$ cat config.mk
export PLATFORM = sky130hd
export DESIGN_NAME = hart_puls_filter_flat
export DESIGN_NICKNAME = d
export VERILOG_FILES = /design/src/rtl/hart_puls_filter_pkg.sv /design/src/rtl/hart_puls_filter_if.sv /design/src/rtl/hart_puls_filter_sync.sv /design/src/rtl/hart_puls_filter.sv /design/src/flat_wrapper.sv
export SDC_FILE = /design/constraint.sdc
export NUM_CORES = 1
export LEC_CHECK = 0
export CORE_MARGIN = 1
export CORE_UTILIZATION = 58
export CTS_BUF_LIST = sky130_fd_sc_hd__clkbuf_4
export CTS_CLUSTER_DIAMETER = 60
export CTS_CLUSTER_SIZE = 16
export DETAILED_ROUTE_END_ITERATION = 10
export GPL_TIMING_DRIVEN = 1
export PLACE_DENSITY = 0.82
export SLEW_MARGIN = 20
export SYNTH_ARGS = -nofsm -noshare
export SYNTH_HDL_FRONTEND = slang
export SYNTH_SLANG_ARGS = --single-unit
$ cat constraint.sdc
create_clock -name clk -period 2.2 [get_ports clk]
set_clock_uncertainty 0.15 [all_clocks]
set_input_delay 0.55 -clock clk [delete_from_list [all_inputs] [get_ports clk]]
set_output_delay 0.55 -clock clk [all_outputs]
set_load 0.02 [all_outputs]
$ cat src/rtl/hart_puls_filter_pkg.sv
// Shared types and 50 MHz default timing for the heartbeat pulse filter.
package hartslag_pkg;

  typedef enum logic [1:0] {
    LAAG       = 2'd0,
    BEVESTIG   = 2'd1,
    REFRACTAIR = 2'd2,
    WACHT_LAAG = 2'd3
  } hart_state_e;

  localparam int unsigned SYNC_STAGES_DEF       = 2;
  localparam int unsigned DEBOUNCE_CYCLES_DEF   = 50_000;
  localparam int unsigned REFRACTORY_CYCLES_DEF = 12_500_000;
  localparam int unsigned TIMEOUT_CYCLES_DEF    = 150_000_000;

  // Bits needed to hold max_val itself, never less than one.
  function automatic int unsigned cnt_width(input int unsigned max_val);
    return (max_val < 2) ? 1 : $clog2(max_val + 1);
  endfunction

endpackage

$ cat src/rtl/hart_puls_filter_if.sv
// Sensor-side bundle: raw beat level in, clean beat pulse and no-beat flag out.
interface hart_puls_filter_if;
  logic ruw_in;
  logic puls_uit;
  logic geen_hartslag;

  modport master (output ruw_in, input puls_uit, input geen_hartslag);
  modport slave  (input ruw_in, output puls_uit, output geen_hartslag);
endinterface

$ cat src/rtl/hart_puls_filter_sync.sv
// N-stage synchroniser for asynchronous sensor levels, async active-low reset.
module hart_sync #(
  parameter int unsigned STAGES = 2
) (
  input  logic clk,
  input  logic reset,
  input  logic d,
  output logic q
);

  logic [STAGES-1:0] chain;

  always_ff @(posedge clk or negedge reset) begin
    if (!reset) chain <= '0;
    else        chain <= {chain[STAGES-2:0], d};
  end

  assign q = chain[STAGES-1];

endmodule

$ cat src/rtl/hart_puls_filter.sv
// Turns the raw heartbeat level into one-cycle beat pulses with debounce and refractory blanking.
// Optional no-beat timeout flag is compiled in with HARTSLAG_TIMEOUT_EN.
module hart_puls_filter
  import hartslag_pkg::*;
#(
  parameter int unsigned SYNC_STAGES       = SYNC_STAGES_DEF,
  parameter int unsigned DEBOUNCE_CYCLES   = DEBOUNCE_CYCLES_DEF,
  parameter int unsigned REFRACTORY_CYCLES = REFRACTORY_CYCLES_DEF,
  parameter int unsigned TIMEOUT_CYCLES    = TIMEOUT_CYCLES_DEF
) (
  input logic               clk,
  input logic               reset,
  hart_puls_filter_if.slave bus
);

  localparam int unsigned DEB_W = cnt_width(DEBOUNCE_CYCLES - 1);
  localparam int unsigned REF_W = cnt_width(REFRACTORY_CYCLES - 1);
  localparam logic [DEB_W-1:0] DEB_LAST = DEB_W'(DEBOUNCE_CYCLES - 1);
  localparam logic [REF_W-1:0] REF_LAST = REF_W'(REFRACTORY_CYCLES - 1);

  logic             sync_in;
  hart_state_e      state;
  logic [DEB_W-1:0] deb_cnt;
  logic [REF_W-1:0] ref_cnt;
  logic             puls_reg;

  hart_sync #(.STAGES(SYNC_STAGES)) u_sync (
    .clk   (clk),
    .reset (reset),
    .d     (bus.ruw_in),
    .q     (sync_in)
  );

  // Counters only step while below their terminal value, so they can never wrap.
  always_ff @(posedge clk or negedge reset) begin
    if (!reset) begin
      state    <= LAAG;
      deb_cnt  <= '0;
      ref_cnt  <= '0;
      puls_reg <= 1'b0;
    end else begin
      puls_reg <= 1'b0;
      case (state)
        LAAG: begin
          if (sync_in) begin
            state   <= BEVESTIG;
            deb_cnt <= '0;
          end
        end
        BEVESTIG: begin
          if (!sync_in) begin
            state <= LAAG;
          end else if (deb_cnt == DEB_LAST) begin
            state    <= REFRACTAIR;
            ref_cnt  <= '0;
            puls_reg <= 1'b1;
          end else begin
            deb_cnt <= deb_cnt + 1'b1;
          end
        end
        REFRACTAIR: begin
          if (ref_cnt == REF_LAST) state   <= WACHT_LAAG;
          else                     ref_cnt <= ref_cnt + 1'b1;
        end
        WACHT_LAAG: begin
          if (!sync_in) state <= LAAG;
        end
        default: state <= LAAG;
      endcase
    end
  end

  assign bus.puls_uit = puls_reg;

`ifdef HARTSLAG_TIMEOUT_EN
  localparam int unsigned TO_W = cnt_width(TIMEOUT_CYCLES);
  localparam logic [TO_W-1:0] TO_MAX = TO_W'(TIMEOUT_CYCLES);

  logic [TO_W-1:0] to_cnt;

  // A beat pulse clears the count even on the cycle it would have saturated.
  always_ff @(posedge clk or negedge reset) begin
    if (!reset)                to_cnt <= '0;
    else if (puls_reg)         to_cnt <= '0;
    else if (to_cnt != TO_MAX) to_cnt <= to_cnt + 1'b1;
  end

  assign bus.geen_hartslag = (to_cnt == TO_MAX);
`else
  assign bus.geen_hartslag = 1'b0;
`endif

endmodule

$ cat src/flat_wrapper.sv
// flat-port wrapper written by rule: the top's interface ports become plain ports
module hart_puls_filter_flat import hartslag_pkg::*;
#(
  parameter int unsigned SYNC_STAGES       = SYNC_STAGES_DEF,
  parameter int unsigned DEBOUNCE_CYCLES   = DEBOUNCE_CYCLES_DEF,
  parameter int unsigned REFRACTORY_CYCLES = REFRACTORY_CYCLES_DEF,
  parameter int unsigned TIMEOUT_CYCLES    = TIMEOUT_CYCLES_DEF
)
  (clk, reset, bus_ruw_in, bus_puls_uit, bus_geen_hartslag);
  hart_puls_filter_if bus_i ();
  input logic clk;
  input logic reset;
  input wire logic [$bits(bus_i.ruw_in)-1:0] bus_ruw_in;
  output wire logic [$bits(bus_i.puls_uit)-1:0] bus_puls_uit;
  output wire logic [$bits(bus_i.geen_hartslag)-1:0] bus_geen_hartslag;
  assign bus_i.ruw_in = bus_ruw_in;
  assign bus_puls_uit = bus_i.puls_uit;
  assign bus_geen_hartslag = bus_i.geen_hartslag;
  hart_puls_filter #(.SYNC_STAGES(SYNC_STAGES), .DEBOUNCE_CYCLES(DEBOUNCE_CYCLES), .REFRACTORY_CYCLES(REFRACTORY_CYCLES), .TIMEOUT_CYCLES(TIMEOUT_CYCLES)) u_core (.clk(clk), .reset(reset), .bus(bus_i));
endmodule
==> reports/qor.csv, run 1 <==
metric,value,unit
Worst-path clk slew,130,ps
endpoints failing hold,0,
DRT antenna net count,0,
syn_nets,262,
Iter 0 DRT Violations,212,
failing checks,setup timing,
H-Tree Level Count,2,
critical path's slowest cell,or4_4,
routability cong.,0.904,
Tcrit/Tclk final,100,%
post-synthesis sequential area ratio,46.8,%
P_leak,1.25,nW
post-synthesis cell count,257,
vias in the first global route,1907,
CTS Root Buffer Type,clkbuf_4,
TritonCTS clock tree,built,
DRC Markers,0,
Max VDD drop,0.408,mV
HPWL Detailed,3.79,mm
PwrDens,446,mW/mm^2
CP Launch Type,register,
CP endpoint kind,register,
DIE AREA,0.00441,mm^2
max-cap violations,0,
Initial Util,60.2,%
first-pass GRT wire length,8.69,mm
RSZ-0062 raised after global routing,true,
"commonest non-fill, non-tap cell in the layout",dfrtp_1,
pin count of the biggest net entering global routing,24,
vias post-DR,2145,
"commonest cells after routing, fill and taps aside","dfrtp_1 (42), buf_4 (41), nor2_1 (26)",
Max Root-Sink Buffers,2,
crit-path max cell delay,540,ps
setup TNS,-14.6,ps
Setup Viol. Count Final,2,
Min-Delay Path Class,register to register,
Crit Path Max Fanout,7,
worst path required time,2320,ps
Antenna diodes,0,
Die H,66.4,um
Final Net Count,307,
layout cells sized above 1,22.8,%
Routed WL,5.54,mm
core area,0.00400,mm^2
input/output buffers,3,
post-synth cell types,49,
WL/cell,15.7,um
initial antenna violation count,0,
IO Count,5,
Die W,66.4,um
CP cell instances,or4_4 > or3_4 > nor3_4 > o22ai_2 > a22o_1,
final worst slack,-10.7,ps
# clock sinks,45,
FMAX,452,MHz
r2r setup slk,-10,ps
synthesized cell area,0.00241,mm^2
clock latency on the worst-skew pair,370,ps
grt total ovfl,0,
placed cell count,335,
Yosys warnings,0,
Tmin final,2210,ps
cts bufs inserted,5,
outcome,"complete, but fails checks",
routed vias/inst,6.08,
crit path buf inv count,0,
#FFs+latches synth,45,
Critical Path AT,2330,ps
kind of cell adding the most delay to the critical path,simple AND/OR/NAND/NOR gates,
FP Rows,23,
Syn Area/Cell,9.36,um^2
DRT Pass-1 Iters,4,
Final Non-Filler Cells,353,
max-slew violations,0,
synthesis-to-finish area growth,21.3,%
Setup Crit Path Kind,register to register,
Total Routing Usage GR,26.3,%
-- path summary, 6_finish.rpt --
check,startpoint,endpoint,cells after the start
setup / recovery,u_core.deb_cnt[12],u_core.ref_cnt[8],5
min in group asynchronous,reset,u_core.ref_cnt[18],2
hold reg to reg,u_core.u_sync.chain[0],u_core.u_sync.chain[1],0
hold / removal,u_core.u_sync.chain[0],u_core.u_sync.chain[1],0
setup reg to reg,u_core.deb_cnt[12],u_core.ref_cnt[8],5
max in group asynchronous,reset,u_core.deb_cnt[10],3
-- synthesized netlist by cell type (all sizes together) --
master / n / share of area, %
dfrtp: 45 / 47
nor2: 26 / 4.1
nand3: 22 / 4.6
nand2: 20 / 3.1
xnor2: 11 / 4.0
inv: 10 / 1.6
nor3: 9 / 2.3
nor4: 9 / 2.6
o21ai: 9 / 2.0
or4: 9 / 3.1
a21oi: 7 / 1.5
nand4: 6 / 1.6
o211ai: 6 / 1.9
o31ai: 6 / 1.9
and3: 5 / 1.3
buf: 5 / 1.1
clkbuf: 5 / 0.78
or3: 5 / 1.5
xor2: 5 / 1.8
nand2b: 4 / 1.0
a22o: 3 / 1.1
and4: 3 / 1.1
o22ai: 3 / 0.78
ha: 2 / 1.0
nand4bb: 2 / 0.94
o311ai: 2 / 0.73
o41ai: 2 / 0.73
a21boi: 1 / 0.31
a21o: 1 / 0.31
a31oi: 1 / 0.26
a32o: 1 / 0.42
and2: 1 / 0.26
conb: 1 / 0.16
mux2i: 1 / 0.42
nand3b: 1 / 0.31
nand4b: 1 / 0.36
nor2b: 1 / 0.26
nor3b: 1 / 0.31
nor4b: 1 / 0.36
o21a: 1 / 0.31
o221ai: 1 / 0.36
or2: 1 / 0.26
or3b: 1 / 0.36
-- per-layer routing --
layer	track usage, %	vias up	part of all wire, %
met5	0	-	0
met3	4.14	7	4.5
li1	-	1033	-
met1	36.2	1061	45
met2	40.7	44	48
met4	11.7	0	1.8
-- where the power goes --
part | switching [mW] | internal (mW)
combinational | 0.0368 | 0.0180
clock | 0.279 | 0.121
sequential | 0.00939 | 0.836
-- area by class of cell --
type	instances	area, um^2
Multi-Input combinational cell	192	1240
Fill cell	282	1080
Timing Repair Buffer	48	389
Clock buffer	5	37.5
Clock inverter	3	17.5
Inverter	10	37.5
Tap cell	50	62.6
Sequential cell	45	1130
-- logic make-up (layout without fill, tap and decap cells) --
group	count (synthesis)	count (layout)	synth area share [%]
mux	1	1	0.416
buf+inv	20	66	3.48
simple gates	128	128	29.7
other cells	1	1	0.156
xor+xnor	16	16	5.82
compound gates	44	44	12.5
flops	45	45	46.8
fa+ha+maj	2	2	1.04
-- per-stage QoR --
| step | setup slack (ps) | util, % | hold slack (ps) | area, um^2 | power (mW) |
|---|---|---|---|---|---|
| 5_1_grt | -56.8 | 72.9 | 231 | 2920 | 1.35 |
| 6_report | -10.7 | 72.9 | 228 | 2920 | 1.30 |
| 4_1_cts | 3.91 | 70.1 | 225 | 2800 | 1.31 |
| 2_1_floorplan | 86.9 | - | 104 | 2410 | 0.883 |
| 3_5_place_dp | 12.7 | 68.1 | 195 | 2720 | 0.915 |
| 3_3_place_gp | 34.2 | 68.1 | 198 | 2720 | 0.913 |
-- registers in the layout, indices dropped and copies added (netlist names), named ones only --
| register | cells |
|---|---|
| u_core.ref_cnt | 24 |
| u_core.bus.puls_uit | 1 |
| u_core.u_sync.chain | 2 |
| u_core.state | 1 |
| u_core.deb_cnt | 16 |
-- what timing repair did --
item,in CTS,in global routing
gates cloned,0,0
hold endpoints to repair,21,0
hold buffers,1,0
resized for setup,1,16
buffers inserted,1,10
pin swaps,2,7
endpoints found under the setup margin,2,18
Note: power is estimated with default switching activity, not from simulation.
==> run 2, diff against run 1 <==
--- a/config.mk
+++ b/config.mk
@@ -5,6 +5,7 @@
 export SDC_FILE = /design/constraint.sdc
 export NUM_CORES = 1
 export LEC_CHECK = 0
+export CAP_MARGIN = 20
 export CORE_MARGIN = 1
 export CORE_UTILIZATION = 58
 export CTS_BUF_LIST = sky130_fd_sc_hd__clkbuf_4
==> results of run 2 <==
Same layout as run 1: the final DEF is identical, and so are final timing and power.
==> run 3, diff against run 2 <==
--- a/config.mk
+++ b/config.mk
@@ -6,7 +6,6 @@
 export NUM_CORES = 1
 export LEC_CHECK = 0
 export CAP_MARGIN = 20
-export CORE_MARGIN = 1
 export CORE_UTILIZATION = 58
 export CTS_BUF_LIST = sky130_fd_sc_hd__clkbuf_4
 export CTS_CLUSTER_DIAMETER = 60
==> constraint.sdc (replaced) <==
create_clock -name clk -period 1.9 [get_ports clk]
set_clock_uncertainty 0.15 [all_clocks]
set_input_delay 0.475 -clock clk [delete_from_list [all_inputs] [get_ports clk]]
set_output_delay 0.475 -clock clk [all_outputs]
set_load 0.02 [all_outputs]
==> reports/qor.csv, run 3 (synthesis gave the netlist of run 1 again) <==
metric,value,unit
power share of the combinational group,5.0,%
Die W,66.4,um
max-cap violations,0,
final worst slack,-313,ps
input/output buffers,3,
"commonest non-fill, non-tap cell in the layout",buf_4,
max-slew violations,0,
IO Count,5,
pin count of the biggest net entering global routing,27,
synthesis-to-finish area growth,42.8,%
failing checks,setup timing,
Max VDD drop,0.461,mV
Final Net Count,346,
dpl cell area,0.00294,mm^2
Layout fillers,181,
core area,0.00400,mm^2
HPWL Detailed,4.24,mm
WL/cell,22.1,um
Routed WL,8.65,mm
setup TNS,-7330,ps
Sw Share,22.3,%
vias in the first global route,2489,
layout cells sized above 1,36.8,%
FP Rows,23,
# clock sinks,45,
CP Launch Type,register,
"commonest cells after routing, fill and taps aside","buf_4 (75), dfrtp_1 (44), nor2_1 (26)",
Die H,66.4,um
worst path required time,2080,ps
Setup Crit Path Kind,register to register,
DRT Pass-1 Iters,5,
CP endpoint kind,register,
origin of the worst setup path,u_core.ref_cnt[10],
largest register by flop count,u_core.ref_cnt,
FMAX,452,MHz
Total Routing Usage GR,37.6,%
Min-Delay Path Class,register to register,
Worst-path clk slew,140,ps
DRT antenna net count,0,
Iter 0 DRT Violations,399,
P_leak,1.56,nW
hold path start,u_core.u_sync.chain[0],
hold_ws,216,ps
Tmin final,2210,ps
DRC Markers,0,
Max Root-Sink Buffers,2,
worst hold path endpoint,u_core.u_sync.chain[1],
first-pass GRT wire length,12.1,mm
placed cell count,362,
Tcrit/Tclk final,116,%
PwrDens,528,mW/mm^2
routability cong.,0.866,
fin util,85.9,%
Psw,0.405,mW
Int Pwr,1.41,mW
TritonCTS clock tree,built,
Antenna diodes,0,
fin area,0.00344,mm^2
endpoints failing hold,0,
vias post-DR,2702,
Worst slew margin,66.2,%
outcome,"complete, but fails checks",
H-Tree Level Count,2,
RSZ-0062 raised after global routing,true,
grt total ovfl,0,
Initial Util,60.2,%
Final Non-Filler Cells,392,
Crit Path Max Fanout,4,
clock latency on the worst-skew pair,380,ps
Reg power frac,54.1,%
R2R Path End,u_core.ref_cnt[22],
top flop regs,"u_core.ref_cnt (24), u_core.deb_cnt (16), u_core.u_sync.chain (2)",
Worst-Margin Slew,508,ps
Clock power frac,41.0,%
Setup Viol. Count Final,37,
Critical Path AT,2390,ps
r2r setup slk,-310,ps
routed vias/inst,6.89,
cts bufs inserted,5,
worst hold path depth,0,
CTS Root Buffer Type,clkbuf_4,
RR Startpoint,u_core.ref_cnt[10],
initial antenna violation count,0,
R2R depth,7,
DIE AREA,0.00441,mm^2
max FFs per register,24,
==> run 3: final cells by class <==
cell class / count / area, um^2 / share of cell area, %
Clock buffer: 5 / 37.5 / 1.09
Clock inverter: 3 / 65.1 / 1.89
Inverter: 10 / 37.5 / 1.09
Multi-Input combinational cell: 192 / 1410 / 41.1
Sequential cell: 45 / 1130 / 32.8
Tap cell: 50 / 62.6 / 1.82
Timing Repair Buffer: 87 / 696 / 20.2
==> run 3: worst max-delay path: stages, from the launching register on <==
cell and delay, ps:
dfrtp_1 410, nand4_1 200, or4_4 620, o211ai_1 260, buf_4 170, buf_6 100, o211ai_1 110, nand2_1 130
==> run 3: worst max-delay path by stage <==
| stage | to |
|---|---|
| 4_1_cts | u_core.ref_cnt[10] |
| 2_1_floorplan | u_core.ref_cnt[8] |
| 6_report | u_core.ref_cnt[22] |
| 3_5_place_dp | u_core.ref_cnt[8] |
| 5_1_grt | u_core.ref_cnt[2] |
| 3_3_place_gp | u_core.ref_cnt[8] |
==> run 3: repair_timing <==
action                                  in CTS  in global routing
pin swaps                                   18                 19
gates resized for setup                     21                 32
endpoints found under the setup margin      35                 39
setup buffers                               15                  5
hold buffers                                 1                  0
gates cloned                                 1                  1
hold endpoints to repair                    19                  0
==> run 3: power groups by stage <==
stage	logic, mW	registers (mW)	clock network, mW
2_1_floorplan	0.0308	0.993	0
3_3_place_gp	0.0737	0.993	0
3_5_place_dp	0.0766	0.994	0
4_1_cts	0.0797	0.976	0.735
5_1_grt	0.0987	0.983	0.777
6_report	0.0902	0.982	0.744
==> run 3: through the flow <==
stage / power, mW / worst slack [ps]
finish: 1.82 / -313
global route: 1.86 / -375
CTS: 1.79 / -224
detailed placement: 1.07 / -285
global placement: 1.07 / -232
floorplan: 1.02 / -139
==> run 3: per-layer routing <==
layer / GRT usage, % / wire length, um / part of all wire (%)
met1: 46.4 / 3170 / 37
met4: 16.5 / 384 / 4.4
met5: 0 / 0 / 0
met3: 9.48 / 778 / 9.0
met2: 61.7 / 4320 / 50
